==> src/rtl/fifo_averager.sv <==
// fifo_averager: pops 12-bit samples from the sample FIFO, sums blocks of
// 2^LOG2_AVG consecutive samples and presents each block's floor average on a
// valid/ready port. Decimates the sample stream by N = 2^LOG2_AVG.
module fifo_averager #(
    parameter int DATA_WIDTH = 12,
    parameter int LOG2_AVG   = 2,
    parameter int ACC_WIDTH  = DATA_WIDTH + LOG2_AVG
) (
    input  logic                  clk,
    input  logic                  rst_n,
    input  logic                  fifo_empty,
    output logic                  fifo_rd_en,
    input  logic [DATA_WIDTH-1:0] fifo_data,
    output logic [DATA_WIDTH-1:0] avg_data,
    output logic                  avg_valid,
    input  logic                  avg_ready,
    output logic                  busy
);

    // Counters must be able to hold the value N itself, hence the extra bit.
    localparam int CNT_WIDTH = LOG2_AVG + 1;
    localparam logic [CNT_WIDTH-1:0] N_CNT    = CNT_WIDTH'(1 << LOG2_AVG);
    localparam logic [CNT_WIDTH-1:0] LAST_CNT = CNT_WIDTH'((1 << LOG2_AVG) - 1);
    localparam logic [CNT_WIDTH-1:0] CNT_ONE  = CNT_WIDTH'(1);

    localparam logic [1:0] IDLE  = 2'd0;
    localparam logic [1:0] ACCUM = 2'd1;
    localparam logic [1:0] EMIT  = 2'd2;

    logic [1:0]            state_reg,    state_next;
    logic [ACC_WIDTH-1:0]  acc_reg,      acc_next;
    logic [CNT_WIDTH-1:0]  req_cnt_reg,  req_cnt_next;
    logic [CNT_WIDTH-1:0]  rcv_cnt_reg,  rcv_cnt_next;
    logic                  pend_reg,     pend_next;
    logic [DATA_WIDTH-1:0] avg_data_reg, avg_data_next;

    logic [ACC_WIDTH-1:0]  sum;
    logic [ACC_WIDTH-1:0]  sum_shifted;

    // Pop whenever accumulating, data is available and the block still needs samples.
    assign fifo_rd_en = (state_reg == ACCUM) && !fifo_empty && (req_cnt_reg != N_CNT);

    assign avg_valid  = (state_reg == EMIT);
    assign avg_data   = avg_data_reg;
    assign busy       = (state_reg == EMIT) || (rcv_cnt_reg != '0) || pend_reg;

    // Running sum including the sample currently on the FIFO read port.
    assign sum         = acc_reg + ACC_WIDTH'(fifo_data);
    assign sum_shifted = sum >> LOG2_AVG;

    // Next-state logic: issue pops, capture returning samples, finish blocks.
    always_comb begin
        state_next    = state_reg;
        acc_next      = acc_reg;
        req_cnt_next  = req_cnt_reg;
        rcv_cnt_next  = rcv_cnt_reg;
        avg_data_next = avg_data_reg;
        // FIFO read data is registered, so a pop returns data one cycle later.
        pend_next     = fifo_rd_en;

        if (fifo_rd_en) begin
            req_cnt_next = req_cnt_reg + CNT_ONE;
        end

        case (state_reg)
            IDLE: begin
                state_next = ACCUM;
            end
            ACCUM: begin
                if (pend_reg) begin
                    if (rcv_cnt_reg == LAST_CNT) begin
                        // Final sample of the block: latch the average and start over.
                        avg_data_next = sum_shifted[DATA_WIDTH-1:0];
                        acc_next      = '0;
                        req_cnt_next  = '0;
                        rcv_cnt_next  = '0;
                        state_next    = EMIT;
                    end else begin
                        acc_next     = sum;
                        rcv_cnt_next = rcv_cnt_reg + CNT_ONE;
                    end
                end
            end
            EMIT: begin
                // No pops are issued here, so no capture can collide with the handshake.
                if (avg_ready) begin
                    state_next = ACCUM;
                end
            end
            default: begin
                state_next = IDLE;
            end
        endcase
    end

    // State registers; reset discards any partial block immediately.
    always_ff @(posedge clk or negedge rst_n) begin
        if (!rst_n) begin
            state_reg    <= IDLE;
            acc_reg      <= '0;
            req_cnt_reg  <= '0;
            rcv_cnt_reg  <= '0;
            pend_reg     <= 1'b0;
            avg_data_reg <= '0;
        end else begin
            state_reg    <= state_next;
            acc_reg      <= acc_next;
            req_cnt_reg  <= req_cnt_next;
            rcv_cnt_reg  <= rcv_cnt_next;
            pend_reg     <= pend_next;
            avg_data_reg <= avg_data_next;
        end
    end

endmodule

==> config.mk <==
export PLATFORM = sky130hd
export DESIGN_NAME = fifo_averager
export DESIGN_NICKNAME = d
export VERILOG_FILES = /design/src/rtl/fifo_averager.sv
export SDC_FILE = /design/constraint.sdc
export NUM_CORES = 1
export LEC_CHECK = 0
export ABC_AREA = 1
export CAP_MARGIN = 5
export CORE_UTILIZATION = 49
export CTS_BUF_LIST = sky130_fd_sc_hd__clkbuf_8
export CTS_CLUSTER_SIZE = 20
export DETAILED_ROUTE_END_ITERATION = 7
export HOLD_SLACK_MARGIN = 0.12
export PLACE_DENSITY_LB_ADDON = 0.08
export SYNTH_ARGS = -nofsm -noshare
export SYNTH_HDL_FRONTEND = slang
export SYNTH_SLANG_ARGS = --single-unit
==> constraint.sdc <==
create_clock -name clk -period 2.85 [get_ports clk]
set_input_delay 0.285 -clock clk [delete_from_list [all_inputs] [get_ports clk]]
set_output_delay 0.285 -clock clk [all_outputs]
set_load 0.02 [all_outputs]
==> impl_metrics.env, run 1 <==
export IMPL_fmax_mhz=449.7
export IMPL_post_cts_buffers=0
export IMPL_cts_tree="built"
export IMPL_final_cell_mix="110 x nand2_1, 50 x inv_1, 35 x dfrtp_1"
export IMPL_post_drt_wl_per_cell_um=12.58
export IMPL_fin_worst_skew_ns=0.004936
export IMPL_cts_buffers=5
export IMPL_async_reset_ff_frac=1.000
export IMPL_synth_edff_count=0
export IMPL_totalWireLength_mm=4.933
export IMPL_p_seq_frac=0.300
export IMPL_crit_chain="inv_1 -> ha_1 -> nand2_1 -> nand2_1 -> nor2_1 -> clkdlybuf4s50_1"
export IMPL_syn_avg_cell_area_um2=7.272
export IMPL_slowest_delay_ns=0.67
export IMPL_final_nets=372
export IMPL_largest_reg_flops=14
export IMPL_cts_resized=0
export IMPL_gp_congestion=0.8465
export IMPL_drv_slew=0
export IMPL_relSlewSlack=0.7004
export IMPL_grt_usage=0.2209
export IMPL_synth_ff_type="dfrtp_1"
export IMPL_yosysUniqueCellTypes=28
export IMPL_rows=24
export IMPL_ir_drop_mv=0.6169
export IMPL_root_buffer="clkbuf_8"
export IMPL_combPwrFrac=0.579
export IMPL_synth_nets=336
export IMPL_power_switching_uw=1343
export IMPL_synthCells=303
export IMPL_via_per_inst=4.913
export IMPL_cpMostUsedCell="nand2_1"
export IMPL_grt_pass1_wl_mm=8.355
export IMPL_cp_required_ns=2.57
export IMPL_wl_met3_um=204
export IMPL_cp_end_kind="primary output"
export IMPL_synth_warnings=0
export IMPL_intPower_uw=1558
export IMPL_clkPwrFrac=0.121
export IMPL_cts_hold_buf=0
export IMPL_synth_area_um2=2203
export IMPL_layout_commonest_cell="nand2_1"
export IMPL_io_buffers=30
export IMPL_die_area_um2=4769
export IMPL_clk_latency_ns=0.29
export IMPL_hold_viol_final=0
export IMPL_powerDensity_nw_per_um2=1096
export IMPL_path_clk_slew_ns=0.07
export IMPL_die_h_um=69.06
export IMPL_antenna_found_initial=0
export IMPL_drive_above_1_share=0.05000
export IMPL_crit_slowest_cell="clkdlybuf4s50_1"
export IMPL_floorplan_initialDensity=0.5095
export IMPL_min_period_over_period=0.7803
export IMPL_io_pins=31
export IMPL_fin_util=0.6120
export IMPL_die_w_um=69.06
export IMPL_drc=0
export IMPL_hold_worst_slack_ns=0.4057
export IMPL_crit_fanout=5
export IMPL_dr_pass1_iters=5
export IMPL_ys_seq_area_frac=0.3975
export IMPL_topRoutingLayerUsed="met4"
export IMPL_rsz0062_at_grt="no"
export IMPL_tightest_slew_ns=0.4494
export IMPL_core_um2=4324
export IMPL_overflow=0
export IMPL_ant_nets=0
export IMPL_p_leak_uw=0.001437
export IMPL_synthToLayoutAreaGrowth_pct=20.10
export IMPL_clockBufferDepth=2
export IMPL_setup_tns_ns=0
export IMPL_met1_length_mm=2.453
export IMPL_grt_pass1_vias=1836
export IMPL_clock_sinks=35
export IMPL_fin_crit_ns=2.224
export IMPL_antennaDiodeCount=0
export IMPL_hpwlAfterDp_mm=3.534
export IMPL_h_tree_depth=2
export IMPL_hold_path_class="primary input to asynchronous set/reset pin"
export IMPL_drtIter0Drc=130
export IMPL_sw_frac_of_total=0.4628
export IMPL_crit_arrival_ns=1.94
export IMPL_cp_start_kind="register"
export IMPL_setup_viol=0
export IMPL_maxCapViolations=0
export IMPL_ys_seq_elements=35
export IMPL_status="finished clean"
export IMPL_dr_wl_met2_mm=2.233
export IMPL_grt_max_degree=36
export IMPL_path_class="register to primary output"
export IMPL_vias=1926
## power by group through the flow
stage / logic, uW / clock network [uW] / registers [uW]
2_1_floorplan: 1080 / 0 / 955
3_3_place_gp: 1640 / 0 / 872
3_5_place_dp: 1680 / 0 / 869
4_1_cts: 1680 / 361 / 868
5_1_grt: 1890 / 378 / 900
6_report: 1680 / 351 / 871
## layout make-up
cell class / instances / area (um^2)
fill: 412 / 1678
sequential: 35 / 875.8
tap: 52 / 65.06
clock buffer: 5 / 68.82
clock inverter: 3 / 16.27
timing repair buffer: 32 / 315.3
inverter: 52 / 200.2
multi-input combinational: 213 / 1105
## through the flow
stage                     instances  power (uW)  cell area (um^2)  setup WS [ns]
after global routing            392        3171              2646         0.4935
after floorplan                 303        2030              2203          1.267
final                           392        2901              2646         0.6262
after detailed placement        384        2546              2561         0.7288
after global placement          384        2515              2561         0.7591
after CTS                       392        2914              2646         0.6138
## worst paths after layout
| check | start | to | slack (ns) | depth (start not counted) |
|---|---|---|---|---|
| max | req_cnt_reg[0] | fifo_rd_en | 0.63 | 6 |
| min | rst_n | avg_data[3] | 0.41 | 2 |
| max reg2reg | acc_reg[0] | acc_reg[12] | 1.09 | 11 |
| min reg2reg | avg_data[0] | avg_data[0] | 0.49 | 2 |
| max in group asynchronous | rst_n | acc_reg[9] | 2.11 | 2 |
| min in group clk | avg_data[0] | avg_data[0] | 0.49 | 2 |
## worst max-delay path, delay by kind of cell (launching register included)
family	cells	cell delay [ns]
fa+ha+maj	1	0.20
buf+inv	2	0.74
flops	1	0.36
simple gates	3	0.35
## layer usage
metal	global-route usage	vias up
met3	0.04532	4
li1	-	1007
met4	0.05442	0
met5	0	-
met1	0.3162	872
met2	0.3430	43
## synth_stat cells (2+ instances only)
cell	instances	area share
a21oi_1	8	0.018
dfrtp_1	35	0.40
ha_1	16	0.091
inv_1	49	0.083
inv_4	2	0.0057
nand2_1	110	0.19
nand3_1	21	0.048
nand3b_1	2	0.0068
nand4_1	4	0.011
nor2_1	19	0.032
o21ai_0	16	0.036
or2_1	2	0.0057
xnor2_1	3	0.012
xor2_1	2	0.0080
## cells by family (layout without fill, tap and decap cells)
| logic type | after synthesis | after routing | share of synthesized area |
|---|---|---|---|
| flip-flops | 35 | 35 | 0.3975 |
| AND/OR/NAND/NOR | 164 | 164 | 0.3163 |
| buffers and inverters | 55 | 92 | 0.1011 |
| XOR/XNOR | 5 | 5 | 0.01988 |
| AO/OA/AOI/OAI | 27 | 27 | 0.06531 |
| adder cells (fa/ha/maj) | 17 | 17 | 0.09994 |
Power figures use the tool's default switching activity.
==> inputs of run 2 (changes only) <==
clock period = 2.3 ns   (was 2.85 ns; I/O delays follow)
==> run 2 against run 1 <==
Net effect:
- sequential power is 23% higher
- sequential share of layout area down 0.19 points
- routed wire length shrank 3.6%
- clock skew shrank 0.00055 ns
- setup slack got worse by 0.45 ns
==> impl_metrics.env, run 2 (same netlist as run 1, synthesis figures left out) <==
export IMPL_antenna_found_initial=0
export IMPL_cts_hold_buf=0
export IMPL_met3_usage=0.03070
export IMPL_hold_viol_final=0
export IMPL_clk_latency_ns=0.29
export IMPL_setup_viol=0
export IMPL_root_buffer="clkbuf_8"
export IMPL_drive_above_1_share=0.05000
export IMPL_antennaDiodeCount=0
export IMPL_fin_worst_skew_ns=0.004386
export IMPL_clock_sinks=35
export IMPL_vias=1918
export IMPL_cp_end_kind="primary output"
export IMPL_grt_pass1_vias=1784
export IMPL_clockBufferDepth=2
export IMPL_totalWireLength_mm=4.756
export IMPL_final_cell_mix="110 x nand2_1, 50 x inv_1, 35 x dfrtp_1"
export IMPL_cts_buffers=5
export IMPL_power_switching_uw=1638
export IMPL_setup_tns_ns=0
export IMPL_drv_slew=0
export IMPL_via_per_inst=4.893
export IMPL_p_leak_uw=0.001448
export IMPL_die_area_um2=4769
export IMPL_grt_max_degree=36
export IMPL_intPower_uw=1993
export IMPL_gp_congestion=0.8617
export IMPL_rows=24
export IMPL_fin_crit_ns=2.127
export IMPL_min_period_over_period=0.9250
export IMPL_final_nets=372
export IMPL_p_seq_frac=0.296
export IMPL_clkPwrFrac=0.135
export IMPL_hold_path_class="primary input to asynchronous set/reset pin"
export IMPL_status="finished clean"
export IMPL_post_drt_wl_per_cell_um=12.13
export IMPL_path_clk_slew_ns=0.07
export IMPL_fill_cells=399
export IMPL_sw_frac_of_total=0.4511
export IMPL_rr_worst_depth=11
export IMPL_io_pins=31
export IMPL_overflow=0
export IMPL_ant_nets=0
export IMPL_combPwrFrac=0.569
export IMPL_reg2reg_from="acc_reg[0]"
export IMPL_grt_busiest_layer="met2"
export IMPL_die_h_um=69.06
export IMPL_reg2reg_slack_ns=0.57
export IMPL_cts_resized=0
export IMPL_fmax_mhz=470.0
export IMPL_synthToLayoutAreaGrowth_pct=20.78
export IMPL_crit_fanout=5
export IMPL_crit_arrival_ns=1.90
export IMPL_cp_required_ns=2.07
export IMPL_h_tree_depth=2
export IMPL_io_buffers=30
export IMPL_ir_drop_mv=0.7678
export IMPL_fin_area_um2=2661
export IMPL_post_cts_buffers=0
export IMPL_cts_tree="built"
export IMPL_grtUsageMet2=0.3279
export IMPL_core_um2=4324
export IMPL_grt_usage=0.2183
export IMPL_tightest_slew_ns=0.4549
export IMPL_grtUsageMet1=0.3200
export IMPL_rsz0062_at_grt="no"
export IMPL_relSlewSlack=0.6967
export IMPL_maxCapViolations=0
export IMPL_path_class="register to primary output"
export IMPL_drc=0
export IMPL_cp_start_kind="register"
export IMPL_dr_pass1_iters=4
export IMPL_largest_reg_flops=14
export IMPL_powerDensity_nw_per_um2=1365
export IMPL_place_area_um2=2561
export IMPL_layout_commonest_cell="nand2_1"
export IMPL_die_w_um=69.06
export IMPL_r2r_end="avg_data[4]"
export IMPL_grt_pass1_wl_mm=8.183
export IMPL_hpwlAfterDp_mm=3.521
export IMPL_floorplan_initialDensity=0.5095
export IMPL_drtIter0Drc=115
## run 2: worst max path at each step
stage                         startpoint          end  slack, ns  depth (start not counted)
after floorplan               acc_reg[0]   acc_reg[6]       0.72                         11
after global placement      fifo_data[0]   acc_reg[8]       0.27                         10
after global routing      req_cnt_reg[0]   fifo_rd_en       0.07                          6
after CTS                 req_cnt_reg[0]   fifo_rd_en       0.16                          6
final                     req_cnt_reg[0]   fifo_rd_en       0.17                          6
after detailed placement    fifo_data[0]  acc_reg[12]       0.23                         12
## run 2: area by class of cell
cell class	count	area, um^2	area share
clock buffer	7	96.34	0.03620
multi-input combinational	213	1105	0.4151
sequential	35	875.8	0.3291
timing repair buffer	32	315.3	0.1185
tap	52	65.06	0.02445
inverter	52	200.2	0.07522
clock inverter	1	3.754	0.001410
## run 2: critical path: stages (launching register included)
cell and delay (ns):
dfrtp_1 0.36, inv_1 0.07, ha_1 0.19, nand2_1 0.05, nand2_1 0.05, nor2_1 0.23
clkdlybuf4s50_1 0.66
## run 2: metrics by stage
step / std cells / worst slack [ns] / hold WS (ns) / util / power (uW)
finish: 392 / 0.1725 / 0.3533 / 0.6155 / 3631
detailed placement: 384 / 0.2279 / 0.4649 / 0.5923 / 3144
CTS: 392 / 0.1636 / 0.3765 / 0.6155 / 3658
global route: 392 / 0.07262 / 0.4172 / 0.6155 / 3981
global placement: 384 / 0.2668 / 0.4661 / 0.5923 / 3118
floorplan: 303 / 0.7166 / -0.06559 / - / 2515
## run 2: power by group through the flow
stage,Combinational [uW],Clock [uW],Sequential (uW)
detailed placement,2070,0,1080
finish,2070,490,1070
floorplan,1330,0,1180
global route,2350,522,1110
CTS,2070,508,1080
global placement,2040,0,1080
## run 2: routing by layer
layer	up-vias	share of wire
met5	-	0
met4	0	0.016
met3	7	0.044
met2	35	0.43
met1	864	0.51
li1	1012	-
==> inputs of run 3 (changes only) <==
CORE_UTILIZATION = 57   (was 49)
==> run 3 against run 2 <==
Net effect:
- combinational power hardly changed
- setup slack better by 0.031 ns
- first-iteration DRC count is 27% lower
- largest power group unchanged
==> impl_metrics.env, run 3 (same netlist as run 1, synthesis figures left out) <==
export IMPL_status="finished clean"
export IMPL_gp_congestion=0.8853
export IMPL_crit_slowest_cell="clkdlybuf4s50_1"
export IMPL_cp_start_kind="register"
export IMPL_cp_startpoint="req_cnt_reg[0]"
export IMPL_cp_end_kind="primary output"
export IMPL_io_pins=31
export IMPL_synthToLayoutAreaGrowth_pct=19.99
export IMPL_power_switching_uw=1605
export IMPL_post_drt_wl_per_cell_um=11.55
export IMPL_post_cts_buffers=0
export IMPL_multiInputGateArea_um2=1105
export IMPL_rr_worst_depth=11
export IMPL_place_inst=380
export IMPL_combPwrFrac=0.572
export IMPL_core_um2=3689
export IMPL_clock_sinks=35
export IMPL_ant_nets=0
export IMPL_reg2reg_from="acc_reg[0]"
export IMPL_fill_cells=298
export IMPL_ir_drop_mv=0.9709
export IMPL_maxCapViolations=0
export IMPL_die_w_um=64.18
export IMPL_crit_chain="inv_1 -> ha_1 -> nand2_1 -> nand2_1 -> nor2_1 -> clkdlybuf4s50_1"
export IMPL_final_nets=372
export IMPL_clockBufferDepth=2
export IMPL_cts_buffers=5
export IMPL_grt_pass1_vias=1822
export IMPL_root_buffer="clkbuf_8"
export IMPL_crit_arrival_ns=1.87
export IMPL_grt_usage=0.2554
export IMPL_tightest_slew_ns=0.4410
export IMPL_clk_latency_ns=0.29
export IMPL_grt_pass1_wl_mm=7.997
export IMPL_drive_above_1_share=0.05015
export IMPL_intPower_uw=1958
export IMPL_h_tree_depth=2
export IMPL_cts_hold_buf=0
export IMPL_overflow=0
export IMPL_final_cell_mix="110 x nand2_1, 49 x inv_1, 35 x dfrtp_1"
export IMPL_vias=1941
export IMPL_dr_pass1_iters=5
export IMPL_p_leak_uw=0.001439
export IMPL_grt_max_degree=36
export IMPL_antenna_found_initial=0
export IMPL_setup_tns_ns=0
export IMPL_cts_resized=0
export IMPL_largest_reg_flops=14
export IMPL_min_period_over_period=0.9116
export IMPL_register_area_um2=875.8
export IMPL_drc=0
export IMPL_floorplan_initialDensity=0.5974
export IMPL_powerDensity_nw_per_um2=1348
export IMPL_grt_busiest_layer="met2"
export IMPL_layout_commonest_cell="nand2_1"
export IMPL_path_clk_slew_ns=0.08
export IMPL_met3_usage=0.03929
export IMPL_hold_viol_final=0
export IMPL_totalWireLength_mm=4.468
export IMPL_cts_tree="built"
export IMPL_hpwlAfterDp_mm=3.301
export IMPL_grtUsageMet1=0.3284
export IMPL_p_seq_frac=0.299
export IMPL_die_area_um2=4118
export IMPL_relSlewSlack=0.7060
export IMPL_path_class="register to primary output"
export IMPL_fin_worst_skew_ns=0.008784
export IMPL_crit_fanout=5
export IMPL_drtIter0Drc=84
export IMPL_die_h_um=64.18
export IMPL_grtUsageMet2=0.4255
export IMPL_fmax_mhz=476.9
export IMPL_setup_viol=0
export IMPL_cpMostUsedCell="nand2_1"
export IMPL_hold_worst_slack_ns=0.3523
export IMPL_hold_path_class="primary input to asynchronous set/reset pin"
export IMPL_fin_crit_ns=2.097
export IMPL_io_buffers=30
export IMPL_via_per_inst=5.016
export IMPL_final_cells=387
export IMPL_sw_frac_of_total=0.4505
export IMPL_clkPwrFrac=0.129
export IMPL_drv_slew=0
export IMPL_antennaDiodeCount=0
export IMPL_rows=22
export IMPL_slowest_delay_ns=0.66
export IMPL_cp_required_ns=2.07
export IMPL_rsz0062_at_grt="no"
==> run 3: cell count changes in the layout (fill, tap and decap cells not counted) <==
cell / change
clkbuf_8: -1
clkinv_2: +1
inv_1: -1
==> run 3: path summary, 6_finish.rpt <==
check	to	slack (ns)
setup / recovery	fifo_rd_en	0.20
hold / removal	avg_data[3]	0.35
setup reg to reg	avg_data[4]	0.56
hold reg to reg	avg_data[9]	0.48
max in group asynchronous	acc_reg[13]	1.63
min in group clk	avg_data[9]	0.48
==> run 3: per-layer routing <==
metal	up-vias	share of wire	wire (um)
met2	46	0.47	2086
met5	-	0	0
met1	874	0.46	2047
met3	11	0.048	214
li1	1010	-	-
met4	0	0.027	119
==> run 3: layout make-up <==
cell class | count | area share
clock buffer | 6 | 0.03124
multi-input combinational | 213 | 0.4179
clock inverter | 1 | 0.001893
timing repair buffer | 32 | 0.1193
sequential | 35 | 0.3313
inverter | 52 | 0.07572
tap | 48 | 0.02272
==> run 3: worst max-delay path: cells and delay by family (launching register included) <==
family	cells	cell delay (ns)
flops	1	0.35
buf+inv	2	0.73
simple gates	3	0.33
fa+ha+maj	1	0.19
==> run 3: power groups by stage <==
stage	clock network, uW	registers [uW]	logic [uW]
finish	459	1070	2040
detailed placement	0	1070	2030
CTS	466	1070	2050
floorplan	0	1180	1330
global route	486	1100	2330
global placement	0	1070	2010
==> run 3: metrics by stage <==
step / setup slack [ns] / power (uW) / cell area, um^2 / utilization
after floorplan: 0.7166 / 2515 / 2203 / -
after global placement: 0.2521 / 3078 / 2556 / 0.6930
after detailed placement: 0.2025 / 3106 / 2556 / 0.6930
after CTS: 0.1859 / 3582 / 2644 / 0.7168
after global routing: 0.04169 / 3912 / 2644 / 0.7168
final: 0.2033 / 3563 / 2644 / 0.7168
